<file path="src/rtl/ad_packetizer.sv">
// ADC capture and Avalon-ST framing stage: packs sample pairs into 32-bit words
// and emits one packet of a programmed word count through a show-ahead FIFO.
module ad_packetizer #(
    parameter int SAMPLE_W   = 14,
    parameter int FIFO_DEPTH = 16
) (
    input  logic                clk,
    input  logic                rst,
    input  logic [7:0]          control,
    input  logic [15:0]         length,
    output logic [3:0]          status,
    input  logic [SAMPLE_W-1:0] adc_data,
    input  logic                adc_valid,
    input  logic                sync_in,
    output logic [31:0]         dma_data,
    output logic                dma_valid,
    input  logic                dma_ready,
    output logic                dma_sop,
    output logic                dma_eop,
    output logic [1:0]          dma_empty
);
    localparam int AW = $clog2(FIFO_DEPTH);

    typedef enum logic [1:0] {IDLE, ARM, CAPTURE, DRAIN} state_t;

    state_t          state, state_nx;
    logic            start_prev, start_edge, sync_prev, sync_edge;
    logic [15:0]     len, wr_cnt, rd_cnt;
    logic            half, done, overflow;
    logic [15:0]     hold;
    logic [31:0]     mem [FIFO_DEPTH];
    logic [AW:0]     wr_ptr, rd_ptr;
    logic            abort, start_ok, empty, full;
    logic            rd_en, word_done, wr_en, last_wr, last_rd;
    logic            unused_ctrl;

    function automatic logic [15:0] sext16(input logic signed [SAMPLE_W-1:0] s);
        return 16'(s);
    endfunction

    assign unused_ctrl = ^control[7:3];
    assign abort       = control[1];
    assign start_ok    = start_edge && (length != 16'd0);

    assign empty = (wr_ptr == rd_ptr);
    assign full  = (wr_ptr[AW] != rd_ptr[AW]) && (wr_ptr[AW-1:0] == rd_ptr[AW-1:0]);

    // A same-cycle read frees the slot, so a word completing on a full FIFO is kept.
    assign rd_en     = !empty && dma_ready;
    assign word_done = (state == CAPTURE) && adc_valid && half;
    assign wr_en     = word_done && (!full || rd_en);
    assign last_wr   = wr_en && (wr_cnt == len - 16'd1);
    assign last_rd   = rd_en && (rd_cnt == len - 16'd1);

    always_comb begin
        state_nx = state;
        if (abort) begin
            state_nx = IDLE;
        end else begin
            case (state)
                IDLE:    if (start_ok) state_nx = control[2] ? ARM : CAPTURE;
                ARM:     if (sync_edge) state_nx = CAPTURE;
                CAPTURE: if (last_wr) state_nx = DRAIN;
                DRAIN:   if (last_rd) state_nx = IDLE;
                default: state_nx = IDLE;
            endcase
        end
    end

    always_ff @(posedge clk or posedge rst) begin
        if (rst) begin
            state      <= IDLE;
            start_prev <= 1'b0;
            start_edge <= 1'b0;
            sync_prev  <= 1'b0;
            sync_edge  <= 1'b0;
            len        <= 16'd0;
            wr_cnt     <= 16'd0;
            rd_cnt     <= 16'd0;
            half       <= 1'b0;
            done       <= 1'b0;
            overflow   <= 1'b0;
            wr_ptr     <= '0;
            rd_ptr     <= '0;
        end else begin
            state      <= state_nx;
            start_prev <= control[0];
            start_edge <= control[0] && !start_prev;
            sync_prev  <= sync_in;
            sync_edge  <= sync_in && !sync_prev;
            if (abort) begin
                wr_ptr <= '0;
                rd_ptr <= '0;
                wr_cnt <= 16'd0;
                rd_cnt <= 16'd0;
                half   <= 1'b0;
            end else begin
                if (rd_en) begin
                    rd_ptr <= rd_ptr + (AW+1)'(1);
                    rd_cnt <= rd_cnt + 16'd1;
                end
                if (wr_en) begin
                    wr_ptr <= wr_ptr + (AW+1)'(1);
                    wr_cnt <= wr_cnt + 16'd1;
                end
                if (word_done && !wr_en)
                    overflow <= 1'b1;
                if ((state == CAPTURE) && adc_valid)
                    half <= !half;
                if ((state == DRAIN) && last_rd)
                    done <= 1'b1;
                if ((state == IDLE) && start_ok) begin
                    len      <= length;
                    done     <= 1'b0;
                    overflow <= 1'b0;
                    wr_cnt   <= 16'd0;
                    rd_cnt   <= 16'd0;
                    half     <= 1'b0;
                end
            end
        end
    end

    // Sample and FIFO storage carry no reset; validity is tracked by the pointers.
    always_ff @(posedge clk) begin
        if ((state == CAPTURE) && adc_valid && !half)
            hold <= sext16(adc_data);
        if (wr_en)
            mem[wr_ptr[AW-1:0]] <= {sext16(adc_data), hold};
    end

    assign dma_valid = !empty;
    assign dma_data  = dma_valid ? mem[rd_ptr[AW-1:0]] : 32'd0;
    assign dma_sop   = dma_valid && (rd_cnt == 16'd0);
    assign dma_eop   = dma_valid && (rd_cnt == len - 16'd1);
    assign dma_empty = 2'd0;
    assign status    = {state == ARM, overflow, done, state != IDLE};

endmodule

</file>
<file path="config.mk">
export PLATFORM = sky130hd
export DESIGN_NAME = ad_packetizer
export DESIGN_NICKNAME = d
export VERILOG_FILES = /design/src/rtl/ad_packetizer.sv
export SDC_FILE = /design/constraint.sdc
export NUM_CORES = 1
export LEC_CHECK = 0
export ABC_AREA = 1
export CORE_UTILIZATION = 60
export DETAILED_ROUTE_END_ITERATION = 7
export GPL_TIMING_DRIVEN = 1
export PLACE_DENSITY_LB_ADDON = 0.3
export SETUP_SLACK_MARGIN = 0.02
export SLEW_MARGIN = 20
export SYNTH_ARGS = -nofsm -noshare
export SYNTH_HDL_FRONTEND = slang
export SYNTH_SLANG_ARGS = --single-unit
</file>
<file path="constraint.sdc">
create_clock -name clk -period 5.7 [get_ports clk]
set_clock_uncertainty 0.05 [all_clocks]
set_input_delay 1.14 -clock clk [delete_from_list [all_inputs] [get_ports clk]]
set_output_delay 1.14 -clock clk [all_outputs]
set_load 0.01 [all_outputs]
</file>
Word-level counts from Yosys, hierarchy flattened
Memories as Yosys holds them, arrays and structs flattened.
Index checks and enable logic that the tools add are counted.
- multiplexer cells: 27
- add/sub/neg operators: 5
- eq/ne operators: 12
- bitwise gates (word level): 1
- reductions and logical operators: 38
- operators with widths (kind ; number):
    $mux 16 ; 6
    $add 16x1->16 const B ; 2
    $eq 16x16->1 ; 2
    $mux 32 ; 1
    $mux 5 ; 4
    $logic_and 1x1->1 ; 16
    $logic_not 16->1 ; 1
    $reduce_bool 16->1 ; 1
    $sub 16x1->16 const B ; 1
    $mux 2 ; 6
    $add 5x1->5 const B ; 2
    $reduce_bool 2->1 ; 5
    $mux 1 ; 9
    $ne 3x3->1 const B ; 3
    $reduce_bool 3->1 ; 3
    $pmux 2 s4 ; 1
    $logic_not 1->1 ; 6
    $reduce_and 2->1 ; 3
    $eq 5x5->1 ; 1
    $eq 2x2->1 const B ; 2
    $eq 4x4->1 ; 1
    $reduce_and 4->1 ; 1
    $ne 3x2->1 const B ; 1
    $eq 2x1->1 const B ; 1
    4 further kinds ; 4
- bits in writable memories: 512
- input port bits: 43
- bits in registers: 81
- output and inout port bits: 41
- memories: 1
- logic and storage cells: 98
- memories (name ; words ; width ; read ports ; clocked after Yosys merged registers in ; write ports ; RTL line ; source):
    mem ; 16 ; 32 ; 1 ; 0 ; 1 ; 31 ; logic [31:0] mem [FIFO_DEPTH];

Logic depth before layout (Yosys ltp)
- word-level depth: 9
- mapped depth: 17
- gate-level depth less buffers: 17

Worst setup path after synthesis
No wires, ideal clock.
- path type: input-to-reg
- start point: in adc_valid
- end point: mem mem[0][0] (enable)
- setup time: 0.413 ns
- cell stages on the path: 7
- buffers on the path: 1
- slack: 2.225 ns
- arrival: 3.012 ns
- data required time: 5.237 ns
- cells stage by stage: nand2_1 -> nor2_1 -> nand2_1 -> inv_1 -> buf_2 -> nand2_1 -> nor2_1
- cells in the longest elaborated chain, start to end: 5
- ends and longest elaborated chain (item ; RTL line ; source):
    from (decl) ; 13 ; input logic adc_valid,
    $logic_and 1x1->1 (2 in a row) ; 50 ; assign word_done = (state == CAPTURE) && adc_valid && half;
    $logic_and 1x1->1 ; 51 ; assign wr_en = word_done && (!full || rd_en);
    $mux 1 ; 128 ; if (wr_en)
    $mux 1 (implied by the code) ; 129 ; mem[wr_ptr[AW-1:0]] <= {sext16(adc_data), hold};
    to (decl) ; 31 ;
Every way passes these cells.

Final worst setup path
- start point: reg rd_ptr[2]
- end point: out dma_data[16]
- cells in the longest elaborated chain, start to end: 2
- elaborated cells between the ends (all ways): 3
- those cells by class: eq/ne: 1; mux: 1; memory: 1
- ends and longest elaborated chain (item ; RTL line ; source):
    from (decl) ; 32 ; logic [AW:0] wr_ptr, rd_ptr;
    from (signal assigned) ; 99 ; rd_ptr <= rd_ptr + (AW+1)'(1);
    $mem_v2 16x32 / $eq 5x5->1 (equally long branches) ; -- ;
    $mux 32 * ; 133 ; assign dma_data = dma_valid ? mem[rd_ptr[AW-1:0]] : 32'd0;
    to (decl) ; 15 ; output logic [31:0] dma_data,
Every way passes the cells marked *; elsewhere a longest branch is shown, timed or not.

==> flow_metrics.py <==
metrics = {
    "grt": {
        "grt_max_degree": 133,
        "grt_pass1_wl_um": 84800,
        "grt-ovfl-total": 0,
        "grt_util_all_layers": 0.2958,
        "grt_pass1_vias": 15282,
        "antenna_found_initial": 1,
    },
    "synth": {
        "yosysWarnings": 0,
        "syn-instance-count": 1922,
        "ys_ff_latch": 529,
        "yosysSeqAreaShare": 0.6985,
        "synth_top_area_frac": 0.6232,
        "synthTopCellsByArea": "edfxtp_1, dfrtp_1, o21ai_0",
        "yosys.area.top_type": "edfxtp_1",
        "synthesis.area_um2": 22260,
        "postSynthAreaPerCell_um2": 11.58,
        "ys_types": 42,
    },
    "final_layout": {
        "syn_to_final_growth_pct": 13.51,
        "diodes": 0,
        "drive_gt1_frac": 0.07970,
        "n_fill_cell": 2387,
        "finalNetCount": 2034,
    },
    "setup_path": {
        "worstPathRequired_ps": 4510,
        "path_max_fanout": 34,
        "crit_slowest_cell": "nor2_2",
        "crit_arrival_ps": 3830,
        "critPathLaunchType": "flop",
        "critPathKind": "flop to output pin",
        "r2r_cells": 9,
        "critPathMaxStageDelay_ps": 810,
        "endpoint_kind": "output pin",
        "crit_path_cell_trace": "buf_4 > nor2_2 > buf_4 > nand2_1 > a31oi_1 > clkdlybuf4s50_1",
        "crit_path_frequent_cell": "buf_4",
    },
    "route": {
        "drt_iter0_drc": 1674,
        "drc": 0,
        "wl_um": 55630,
        "vias_per_cell": 6.333,
        "postRouteAntennaNets": 0,
        "routedWlPerCell_um": 22.36,
        "via_count": 15757,
        "dr.pass1.iters": 6,
    },
    "sta": {
        "timing.final.crit_share": 0.8806,
        "hold_viol_final": 0,
        "hold_ws_ps": 342.3,
        "tns_ps": 0,
        "clock.fmax_mhz": 199.2,
        "tightestPinTransition_ps": 1148,
        "drv_slew": 0,
        "max_slew_margin": 0.2328,
        "finalWorstSetupSlack_ps": 680.5,
        "period_needed_ps": 5020,
        "rsz0062_at_grt": "false",
        "setup_viol": 0,
    },
    "run_status": {
        "status": "complete, no violations",
    },
    "clock_network": {
        "post_cts_buffers": 0,
        "cts.sinks": 529,
        "cts_resized": 0,
        "numCtsBuffers": 52,
        "clkTransAtPathRegs_ps": 60,
        "clk_latency_ps": 610,
        "clockBufferDepth": 3,
        "htree_levels": 2,
        "ctsHoldBuffers": 0,
        "cts_tree": "built",
        "ctsRootBufferMaster": "clkbuf_16",
    },
    "floorplanning": {
        "coreArea_um2": 36520,
        "fp-row-count": 70,
        "io_pins": 84,
        "fp.dieW_um": 194.6,
        "initial_utilization": 0.6095,
        "die_area_um2": 37880,
        "dieHeight_um": 194.6,
    },
    "worst_hold_path": {
        "min_delay_path_depth": 1,
        "hold_path_class": "flop to flop",
    },
    "pwr": {
        "p_per_area_nw_per_um2": 386.0,
        "p_leak_nw": 8.697,
        "peakVddDrop_mv": 0.3359,
    },
    "placement": {
        "pre_cts_slack_ps": 1188,
        "dpl.hpwl_um": 31340,
        "place_congestion": 0.8935,
        "port-buffer-count": 76,
    },
    "flow_run": {
        "cap_violations": 0,
    },
}
## path summary, 6_finish.rpt
check	start	to	slack [ps]
setup / recovery	rd_ptr[2]	dma_data[16]	680
hold / removal	sync_prev	sync_edge	340
setup reg to reg	rd_ptr[1]	mem[12][1]	1790
hold reg to reg	sync_prev	sync_edge	340
max in group asynchronous	rst	rd_ptr[0]	3650
min in group asynchronous	rst	sync_edge	880
## power by group
part           leakage [nW]  switching [mW]  internal (mW)
registers              5.05           0.164           4.36
logic                  2.84            1.28          0.623
clock network         0.810            1.44           1.90
## sequential cells by signal (all words and copies together), names as in the netlist
register / cells
state: 2
start_edge: 1
sync_edge: 1
len: 16
wr_ptr: 5
sync_prev: 1
start_prev: 1
wr_cnt: 16
overflow: 1
hold: 14
done: 1
half: 1
rd_ptr: 5
mem: 448
rd_cnt: 16
## logic make-up after synthesis
family                     share of synthesized area
buffers and inverters                        0.03586
xor gates and xnor gates                    0.004328
adders and majority gates                   0.007307
other                                      0.0001685
AOI/OAI and AO/OA                             0.1158
DFF                                           0.6985
and+or+nand+nor                               0.1380
## per-layer routing
metal / track usage / share of wire
met3: 0.04407 / 0.092
met1: 0.3904 / 0.38
met4: 0.1311 / 0.034
met2: 0.4912 / 0.49
met5: 0 / 0
## worst max-delay path, delay by kind of cell, from the launching register on
kind / cells / cell delay, ps
AOI/OAI and AO/OA: 1 / 520
buffers and inverters: 3 / 1300
DFF: 1 / 520
and+or+nand+nor: 2 / 870
## per-stage QoR
| stage | power (mW) | instances | utilization | area, um2 |
|---|---|---|---|---|
| 2_1_floorplan | 5.807 | 1923 | - | 22270 |
| 3_3_place_gp | 6.383 | 2391 | 0.6452 | 23570 |
| 3_5_place_dp | 6.439 | 2391 | 0.6452 | 23570 |
| 4_1_cts | 9.732 | 2487 | 0.6909 | 25230 |
| 5_1_grt | 10.11 | 2488 | 0.6918 | 25270 |
| 6_report | 9.754 | 2488 | 0.6918 | 25270 |
## synth_stat cells
master and number:
clkinv_1 2, inv_2 5, and2_1 1, nor2_1 312, conb_1 1, nor3_2 1, nor4_4 1, nor3b_1 3
clkbuf_1 86, dfrtp_1 67, or2_2 1, o311a_1 1, buf_2 11, a211oi_1 2, nand2_4 2, nand3b_1 2
nand2_1 242, nor2_4 4, xor2_1 10, nor3_1 21, nand4_1 15, nand3_1 89, ha_1 13, nand2_2 6
edfxtp_1 462, a41oi_1 1, o22ai_1 69, inv_1 85, and3_1 1, a21oi_1 22, o21ai_2 1, o211ai_1 11
nor4_1 6, xnor2_1 1, nor2_2 6, a31oi_1 29, buf_1 4, o221ai_1 45, o21ai_0 267, nor2_8 2
buf_4 8, nand3_2 4
## cell type report
| type | count | area, um2 | area share |
|---|---|---|---|
| Tap cell | 468 | 585.6 | 0.02317 |
| Timing Repair Buffer | 110 | 1065 | 0.04214 |
| Multi-Input combinational cell | 1193 | 6045 | 0.2392 |
| Clock buffer | 66 | 1375 | 0.05442 |
| Sequential cell | 529 | 15560 | 0.6156 |
| Inverter | 92 | 350.3 | 0.01386 |
| Clock inverter | 30 | 291.5 | 0.01154 |
## cell usage in the layout, fill, tap and decap left out, drive strengths merged
cell	synthesis	final
clkbuf	86	66
nor3b	3	3
nor2	324	324
o211ai	11	11
a21oi	22	22
a211oi	2	2
clkinvlp	0	1
nor4	7	7
nand3b	2	2
dfrtp	67	67
xor2	10	10
nand3	93	93
ha	13	13
and2	1	1
xnor2	1	1
nor3	22	22
o22ai	69	69
nand2	250	250
edfxtp	462	462
nand4	15	15
a31oi	29	29
inv	90	92
clkdlybuf4s50	0	76
or2	1	1
conb	1	2
bufinv	0	4
o21ai	268	268
and3	1	1
o311a	1	1
o221ai	45	45
buf	23	34
a41oi	1	1
clkinv	2	25
(Power assumes the default switching activity.)
